`config.mk`:
```
export PLATFORM = sky130hd
export DESIGN_NAME = pipe_ctrl
export DESIGN_NICKNAME = d
export VERILOG_FILES = /design/src/rtl/y86_pkg.sv /design/src/rtl/sat_cnt.sv /design/src/rtl/pipe_ctrl.sv
export SDC_FILE = /design/constraint.sdc
export NUM_CORES = 1
export LEC_CHECK = 0
export CAP_MARGIN = 20
export CORE_ASPECT_RATIO = 1.2
export CORE_UTILIZATION = 45
export CTS_BUF_LIST = sky130_fd_sc_hd__clkbuf_8
export DETAILED_ROUTE_END_ITERATION = 8
export HOLD_SLACK_MARGIN = 0.1
export PLACE_DENSITY = 0.82
export SYNTH_ARGS = -nofsm -noshare
export SYNTH_HDL_FRONTEND = slang
export SYNTH_SLANG_ARGS = --single-unit
```
`constraint.sdc`:
```
create_clock -name clk -period 2.8 [get_ports clk]
set_input_delay 0.56 -clock clk [delete_from_list [all_inputs] [get_ports clk]]
set_output_delay 0.56 -clock clk [all_outputs]
set_load 0.02 [all_outputs]
```
`src/rtl/y86_pkg.sv`:
```
// Shared Y86-64 pipeline constants: instruction codes, status codes, PC
// select encodings, the "no register" ID and the hazard controller state type.
package y86_pkg;

  localparam logic [3:0] I_HALT   = 4'h0;
  localparam logic [3:0] I_NOP    = 4'h1;
  localparam logic [3:0] I_RRMOVQ = 4'h2;
  localparam logic [3:0] I_IRMOVQ = 4'h3;
  localparam logic [3:0] I_RMMOVQ = 4'h4;
  localparam logic [3:0] I_MRMOVQ = 4'h5;
  localparam logic [3:0] I_OPQ    = 4'h6;
  localparam logic [3:0] I_JXX    = 4'h7;
  localparam logic [3:0] I_CALL   = 4'h8;
  localparam logic [3:0] I_RET    = 4'h9;
  localparam logic [3:0] I_PUSHQ  = 4'hA;
  localparam logic [3:0] I_POPQ   = 4'hB;

  localparam logic [2:0] S_AOK = 3'd1;
  localparam logic [2:0] S_HLT = 3'd2;
  localparam logic [2:0] S_ADR = 3'd3;
  localparam logic [2:0] S_INS = 3'd4;

  localparam logic [1:0] PC_PRED  = 2'd0;
  localparam logic [1:0] PC_MVALA = 2'd1;
  localparam logic [1:0] PC_WVALM = 2'd2;

  localparam logic [3:0] REG_NONE = 4'hF;

  typedef enum logic [1:0] {
    ST_RUN       = 2'd0,
    ST_RET_DRAIN = 2'd1,
    ST_HALTED    = 2'd2
  } state_e;

endpackage

```
`src/rtl/sat_cnt.sv`:
```
// Event counter that sticks at all-ones instead of wrapping; cleared by reset.
module sat_cnt #(
  parameter int W = 16
) (
  input  logic         clk,
  input  logic         rst_n,
  input  logic         en_i,
  output logic [W-1:0] cnt_o
);

  logic [W-1:0] cnt_q, cnt_d;

  always_comb begin
    cnt_d = cnt_q;
    if (en_i && (cnt_q != {W{1'b1}})) cnt_d = cnt_q + {{(W-1){1'b0}}, 1'b1};
  end

  always_ff @(posedge clk or negedge rst_n) begin
    if (!rst_n) cnt_q <= '0;
    else        cnt_q <= cnt_d;
  end

  assign cnt_o = cnt_q;

endmodule

```
`src/rtl/pipe_ctrl.sv`:
```
// Y86-64 pipeline hazard controller: load-use stall, mispredict squash, ret
// drain and halt freeze, plus saturating stall/mispredict event counters.
module pipe_ctrl
  import y86_pkg::*;
#(
  parameter int CNT_W = 16
) (
  input  logic             clk,
  input  logic             rst_n,
  input  logic [3:0]       D_icode,
  input  logic [3:0]       E_icode,
  input  logic [3:0]       M_icode,
  input  logic [3:0]       W_icode,
  input  logic [3:0]       d_srcA,
  input  logic [3:0]       d_srcB,
  input  logic [3:0]       E_dstM,
  input  logic             e_Cnd,
  input  logic             M_Cnd,
  input  logic [2:0]       m_stat,
  input  logic [2:0]       W_stat,
  output logic             F_stall,
  output logic             D_stall,
  output logic             D_bubble,
  output logic             E_bubble,
  output logic             M_bubble,
  output logic             W_stall,
  output logic [1:0]       sel_pc,
  output logic             set_cc,
  output logic             halted,
  output logic [CNT_W-1:0] stall_cnt,
  output logic [CNT_W-1:0] mispred_cnt,
  output state_e           dbg_state
);

  state_e     state_q, state_d;
  logic [1:0] ret_cnt_q, ret_cnt_d;

  logic load_use, mispred, d_ret, m_bad, w_bad;
  logic f_stall_c, d_stall_c, d_bubble_c, e_bubble_c, m_bubble_c, w_stall_c;
  logic set_cc_c, halted_c;
  logic [1:0] sel_pc_c;

  assign load_use = ((E_icode == I_MRMOVQ) || (E_icode == I_POPQ)) &&
                    (E_dstM != REG_NONE) &&
                    ((E_dstM == d_srcA) || (E_dstM == d_srcB));
  assign mispred  = (E_icode == I_JXX) && !e_Cnd;
  assign d_ret    = (D_icode == I_RET);
  assign m_bad    = (m_stat != S_AOK);
  assign w_bad    = (W_stat != S_AOK);

  always_comb begin
    state_d    = state_q;
    ret_cnt_d  = ret_cnt_q;
    f_stall_c  = 1'b0;
    d_stall_c  = 1'b0;
    d_bubble_c = 1'b0;
    e_bubble_c = 1'b0;
    m_bubble_c = 1'b0;
    w_stall_c  = 1'b0;
    sel_pc_c   = PC_PRED;
    set_cc_c   = 1'b0;
    halted_c   = 1'b0;
    case (state_q)
      ST_HALTED: begin
        halted_c  = 1'b1;
        f_stall_c = 1'b1;
        d_stall_c = 1'b1;
        w_stall_c = 1'b1;
      end
      default: begin
        // Priority: ret drain in progress, then load-use, mispredict, new ret.
        if (state_q == ST_RET_DRAIN) begin
          f_stall_c  = 1'b1;
          d_bubble_c = 1'b1;
          ret_cnt_d  = ret_cnt_q - 2'd1;
          if (ret_cnt_q == 2'd1) state_d = ST_RUN;
        end else if (load_use) begin
          f_stall_c  = 1'b1;
          d_stall_c  = 1'b1;
          e_bubble_c = 1'b1;
        end else if (mispred) begin
          d_bubble_c = 1'b1;
          e_bubble_c = 1'b1;
        end else if (d_ret) begin
          f_stall_c  = 1'b1;
          d_bubble_c = 1'b1;
          state_d    = ST_RET_DRAIN;
          ret_cnt_d  = 2'd3;
        end

        if (W_icode == I_RET)                  sel_pc_c = PC_WVALM;
        else if ((M_icode == I_JXX) && !M_Cnd) sel_pc_c = PC_MVALA;

        if (m_bad || w_bad) m_bubble_c = 1'b1;
        else                set_cc_c   = (E_icode == I_OPQ);

        // A faulted instruction reaching W freezes everything, even mid-drain.
        if (w_bad) begin
          w_stall_c = 1'b1;
          state_d   = ST_HALTED;
          ret_cnt_d = 2'd0;
        end
      end
    endcase
  end

  always_ff @(posedge clk or negedge rst_n) begin
    if (!rst_n) begin
      state_q   <= ST_RUN;
      ret_cnt_q <= 2'd0;
    end else begin
      state_q   <= state_d;
      ret_cnt_q <= ret_cnt_d;
    end
  end

  // Outputs are forced quiet for as long as reset is held.
  assign F_stall   = rst_n & f_stall_c;
  assign D_stall   = rst_n & d_stall_c;
  assign D_bubble  = rst_n & d_bubble_c;
  assign E_bubble  = rst_n & e_bubble_c;
  assign M_bubble  = rst_n & m_bubble_c;
  assign W_stall   = rst_n & w_stall_c;
  assign sel_pc    = rst_n ? sel_pc_c : PC_PRED;
  assign set_cc    = rst_n & set_cc_c;
  assign halted    = rst_n & halted_c;
  assign dbg_state = state_q;

  sat_cnt #(.W(CNT_W)) u_stall_cnt (
    .clk   (clk),
    .rst_n (rst_n),
    .en_i  (f_stall_c && (state_q != ST_HALTED)),
    .cnt_o (stall_cnt)
  );

  sat_cnt #(.W(CNT_W)) u_mispred_cnt (
    .clk   (clk),
    .rst_n (rst_n),
    .en_i  (mispred && (state_q == ST_RUN)),
    .cnt_o (mispred_cnt)
  );

endmodule

```
==> flow_metrics.py <==
metrics = {
    "synth": {
        "ys_async_sr_fraction_pct": 100,
        "netlist.area_leader.share_pct": 42.8,
        "synthesis.nets": 248,
        "ys.flop_type": "sky130_fd_sc_hd__dfrtp_1",
        "netlist.top_cell.by_area": "sky130_fd_sc_hd__dfrtp_1",
        "post_synth_main_area_contributors": "sky130_fd_sc_hd__dfrtp_1 (43%), sky130_fd_sc_hd__xor2_1 (9.2%), sky130_fd_sc_hd__xnor2_1 (5.8%), sky130_fd_sc_hd__nand2_1 (3.9%), sky130_fd_sc_hd__nand4_1 (2.7%)",
        "synthesis.instances": 207,
        "syn-mean-instance-area_um2": 10.2,
        "synth.cell_area_um2": 2110,
        "synth.yosys.seq_area_share_pct": 42.8,
        "ys_seq_elements": 36,
        "ys_warn_count": 0,
        "netlist_cell_types": 47,
        "number_of_synthesized_flops_with_an_enable_pin": 0,
    },
    "worst_setup_path": {
        "reg2regPathDepth": 8,
        "crit_fanout": 2,
        "cp.required_ns": 2.24,
        "cp_slowest_cell": "sky130_fd_sc_hd__clkdlybuf4s50_1",
        "worstSetupEndpointType": "output port",
        "path_cells": "clkdlybuf4s50_1, xor2_1, nor4_2, o2111ai_2, maj3_2, nor2_1, buf_4",
        "setup.worst_path.start_class": "primary input",
        "worst_path_dominant_cell_family": "buffers and inverters",
        "worst_ep_arrival_time_ns": 2.16,
        "cp_slowest_stage_delay_ns": 0.41,
        "timing.critical_path.depth": 7,
        "critical_path_buffers_and_inverters": 2,
        "crit_type": "in -> out",
    },
    "final_layout": {
        "areaGrowthSynthToFinish_pct": 50.1,
        "nNetsFinal": 346,
        "final_core_util_pct": 72.5,
        "layout.cells.non_filler": 362,
        "share_of_final_layout_standard_cells_stronger_than_drive_strength_1_pct": 16.0,
        "antenna-diode-count": 0,
    },
    "timing": {
        "slew_viols_final": 0,
        "final_period_minus_worst_setup_slack_ns": 2.72,
        "hold_violations": 0,
        "setup_viol": 0,
        "tightest_pin_transition_ns": 0.600,
        "slew-limit-headroom_pct": 60.0,
        "timing.final.ws_setup_ns": 0.0785,
        "fin_setup_tns_ns": 0,
        "timing.clock.skew_ns": 0.00497,
        "fmax_mhz": 367,
        "final.period_utilization_pct": 97.2,
        "grt_setup_unrepaired": "false",
    },
    "power": {
        "ir_worst_vdd_v": 0.000325,
        "pwr_density_cell_nw_per_um2": 324,
        "lkg_pwr_nw": 1.50,
        "post-layout-total-power_mw": 1.02,
    },
    "floorplan": {
        "core-area_um2": 4360,
        "horiz_die_dim_um": 64.4,
        "floorplan.rows": 26,
        "fp.dieArea_um2": 4960,
        "floorplan.io_pins": 82,
        "die_h_um": 76.9,
        "start_util_pct": 48.3,
    },
    "clock_tree": {
        "cts_hold_buffers": 0,
        "cts_setup_buffers": 0,
        "number_of_clock_buffers_inserted_by_tritoncts": 5,
        "clk_root_buffer_cell": "sky130_fd_sc_hd__clkbuf_8",
        "tritoncts_clock_tree": "yes",
        "tritoncts_num_sinks": 36,
        "cts_clk_pin_slew_worst_paths_ns": 0.07,
        "max-clock-path-buffers": 2,
        "cts_htree_levels": 2,
        "clk-insertion-delay-late_ns": 0.29,
    },
    "grt": {
        "globalRoute.totalOverflow": 0,
        "vias_in_the_first_global_route": 1899,
        "wire_length_of_the_first_global_routing_pass_mm": 8.78,
        "largest_net_degree_at_the_start_of_global_routing": 26,
        "initial_antenna_violation_count": 0,
        "global_route.usage.total_pct": 23.1,
    },
    "placement": {
        "place_worst_setup_slack_ns": -0.552,
        "gp_routability_congestion": 0.774,
        "buffer_ports.inserted": 81,
        "dp.cells": 354,
        "detailed_place_hpwl_mm": 4.22,
    },
    "flow_run": {
        "maxCapViolCount": 0,
    },
    "hold_path": {
        "hold_path.class": "in -> async",
    },
    "drt": {
        "routed_wirelength_mm": 5.41,
        "detail_route.vias_per_cell": 5.35,
        "firstDrtPassIters": 4,
        "routed-via-count": 1937,
        "detail_route.drc_violations": 0,
        "antenna_left": 0,
        "routed_wire_length_per_instance_um": 15.0,
        "drt_iter0_markers": 59,
    },
    "status": {
        "outcome": "finished clean",
    },
}
-- placed cells by master (no fill, tap or decap), types with 2 or more instances in the layout --
cell type,instances
sky130_fd_sc_hd__clkbuf_8,6
sky130_fd_sc_hd__a31oi_1,4
sky130_fd_sc_hd__and2_1,4
sky130_fd_sc_hd__clkinv_2,2
sky130_fd_sc_hd__ha_1,3
sky130_fd_sc_hd__buf_4,14
sky130_fd_sc_hd__dlygate4sd2_1,4
sky130_fd_sc_hd__inv_1,6
sky130_fd_sc_hd__nand4_1,9
sky130_fd_sc_hd__o22ai_1,2
sky130_fd_sc_hd__and3_1,8
sky130_fd_sc_hd__dlymetal6s2s_1,5
sky130_fd_sc_hd__clkdlybuf4s50_1,67
sky130_fd_sc_hd__nor2b_1,2
sky130_fd_sc_hd__a21oi_1,6
sky130_fd_sc_hd__nand2b_1,2
sky130_fd_sc_hd__and4_1,2
sky130_fd_sc_hd__nand2_1,22
sky130_fd_sc_hd__nor4_2,4
sky130_fd_sc_hd__nor3_1,2
sky130_fd_sc_hd__nor3_2,5
sky130_fd_sc_hd__nor2_1,14
sky130_fd_sc_hd__dfrtp_1,36
sky130_fd_sc_hd__buf_2,4
sky130_fd_sc_hd__nand3_1,11
sky130_fd_sc_hd__xor2_1,22
sky130_fd_sc_hd__xnor2_1,14
-- cells in the mapped netlist, types with 2 or more instances --
library cell               count
sky130_fd_sc_hd__dfrtp_1      36
sky130_fd_sc_hd__a31oi_1       4
sky130_fd_sc_hd__nand3_1      11
sky130_fd_sc_hd__and4_1        2
sky130_fd_sc_hd__nand2b_1      2
sky130_fd_sc_hd__nor3_1        2
sky130_fd_sc_hd__nor4_2        4
sky130_fd_sc_hd__and3_1        8
sky130_fd_sc_hd__ha_1          3
sky130_fd_sc_hd__nor3_2        5
sky130_fd_sc_hd__nor2b_1       2
sky130_fd_sc_hd__nand2_1      22
sky130_fd_sc_hd__a21oi_1       6
sky130_fd_sc_hd__inv_1         6
sky130_fd_sc_hd__nor2_1       14
sky130_fd_sc_hd__o22ai_1       2
sky130_fd_sc_hd__clkbuf_1      2
sky130_fd_sc_hd__xnor2_1      14
sky130_fd_sc_hd__maj3_1        2
sky130_fd_sc_hd__and2_1        4
sky130_fd_sc_hd__xor2_1       22
sky130_fd_sc_hd__nand4_1       9
-- layout make-up --
cell class	count	area, um2
clock buffer	6	82.6
clock inverter	2	10.0
fill	350	1200
inverter	6	22.5
multi-input combinational	161	1170
sequential	36	901
tap	56	70.1
timing repair buffer	95	905
-- flip-flops by register name, indices dropped and copies added, names as in the netlist --
name                 cells
u_mispred_cnt.cnt_o     16
ret_cnt_q                2
dbg_state                2
u_stall_cnt.cnt_o       16
-- kinds of logic (layout without fill, tap and decap cells) --
kind of cell               after synthesis  in the layout  share of synthesized area, %
AOI/OAI and AO/OA                       20             20                          6.83
xor gates and xnor gates                36             36                          15.0
adders and majority gates                5              5                          2.73
buffers and inverters                   10            109                          2.20
DFF                                     36             36                          42.8
muxes                                    3              3                          1.54
and+or+nand+nor                         97             97                          28.9
-- metrics by stage --
step | cell area (um2) | hold slack [ns]
after global routing | 3160 | 0.306
final | 3160 | 0.264
after floorplan | 2110 | 0.264
after global placement | 3060 | 0.479
after CTS | 3140 | 0.272
after detailed placement | 3060 | 0.483
-- repair_timing --
action	4_1_cts	5_1_grt
setup endpoints to repair	6	6
gates cloned	0	0
gates resized for setup	24	8
pin swaps	3	5
-- power breakdown --
part	switching, mW	internal [mW]
registers	0.00106	0.521
logic	0.0463	0.0656
clock network	0.194	0.196
-- worst paths after layout --
kind                                                        from                                 end  slack (ns)
worst max register to register  u_stall_cnt.cnt_o[2]$_DFFE_PN0P_   u_stall_cnt.cnt_o[10]$_DFFE_PN0P_        0.52
worst min register to register  u_stall_cnt.cnt_o[9]$_DFFE_PN0P_    u_stall_cnt.cnt_o[9]$_DFFE_PN0P_        0.50
worst max-delay path                                   d_srcA[3]                             D_stall        0.08
max in group asynchronous                                  rst_n  u_mispred_cnt.cnt_o[6]$_DFFE_PN0P_        2.21
min in group clk                u_stall_cnt.cnt_o[9]$_DFFE_PN0P_    u_stall_cnt.cnt_o[9]$_DFFE_PN0P_        0.50
worst min-delay path                                       rst_n   u_stall_cnt.cnt_o[12]$_DFFE_PN0P_        0.26
-- metal layers --
| layer | up-vias | share of wire (%) | GRT usage [%] |
|---|---|---|---|
| met5 | - | 0 | 0 |
| met4 | 0 | 1.8 | 10.4 |
| met3 | 9 | 7.8 | 5.51 |
| met1 | 920 | 41 | 27.1 |
| li1 | 927 | - | - |
| met2 | 81 | 49 | 39.4 |
No activity file was read; power rests on OpenSTA's default activity.
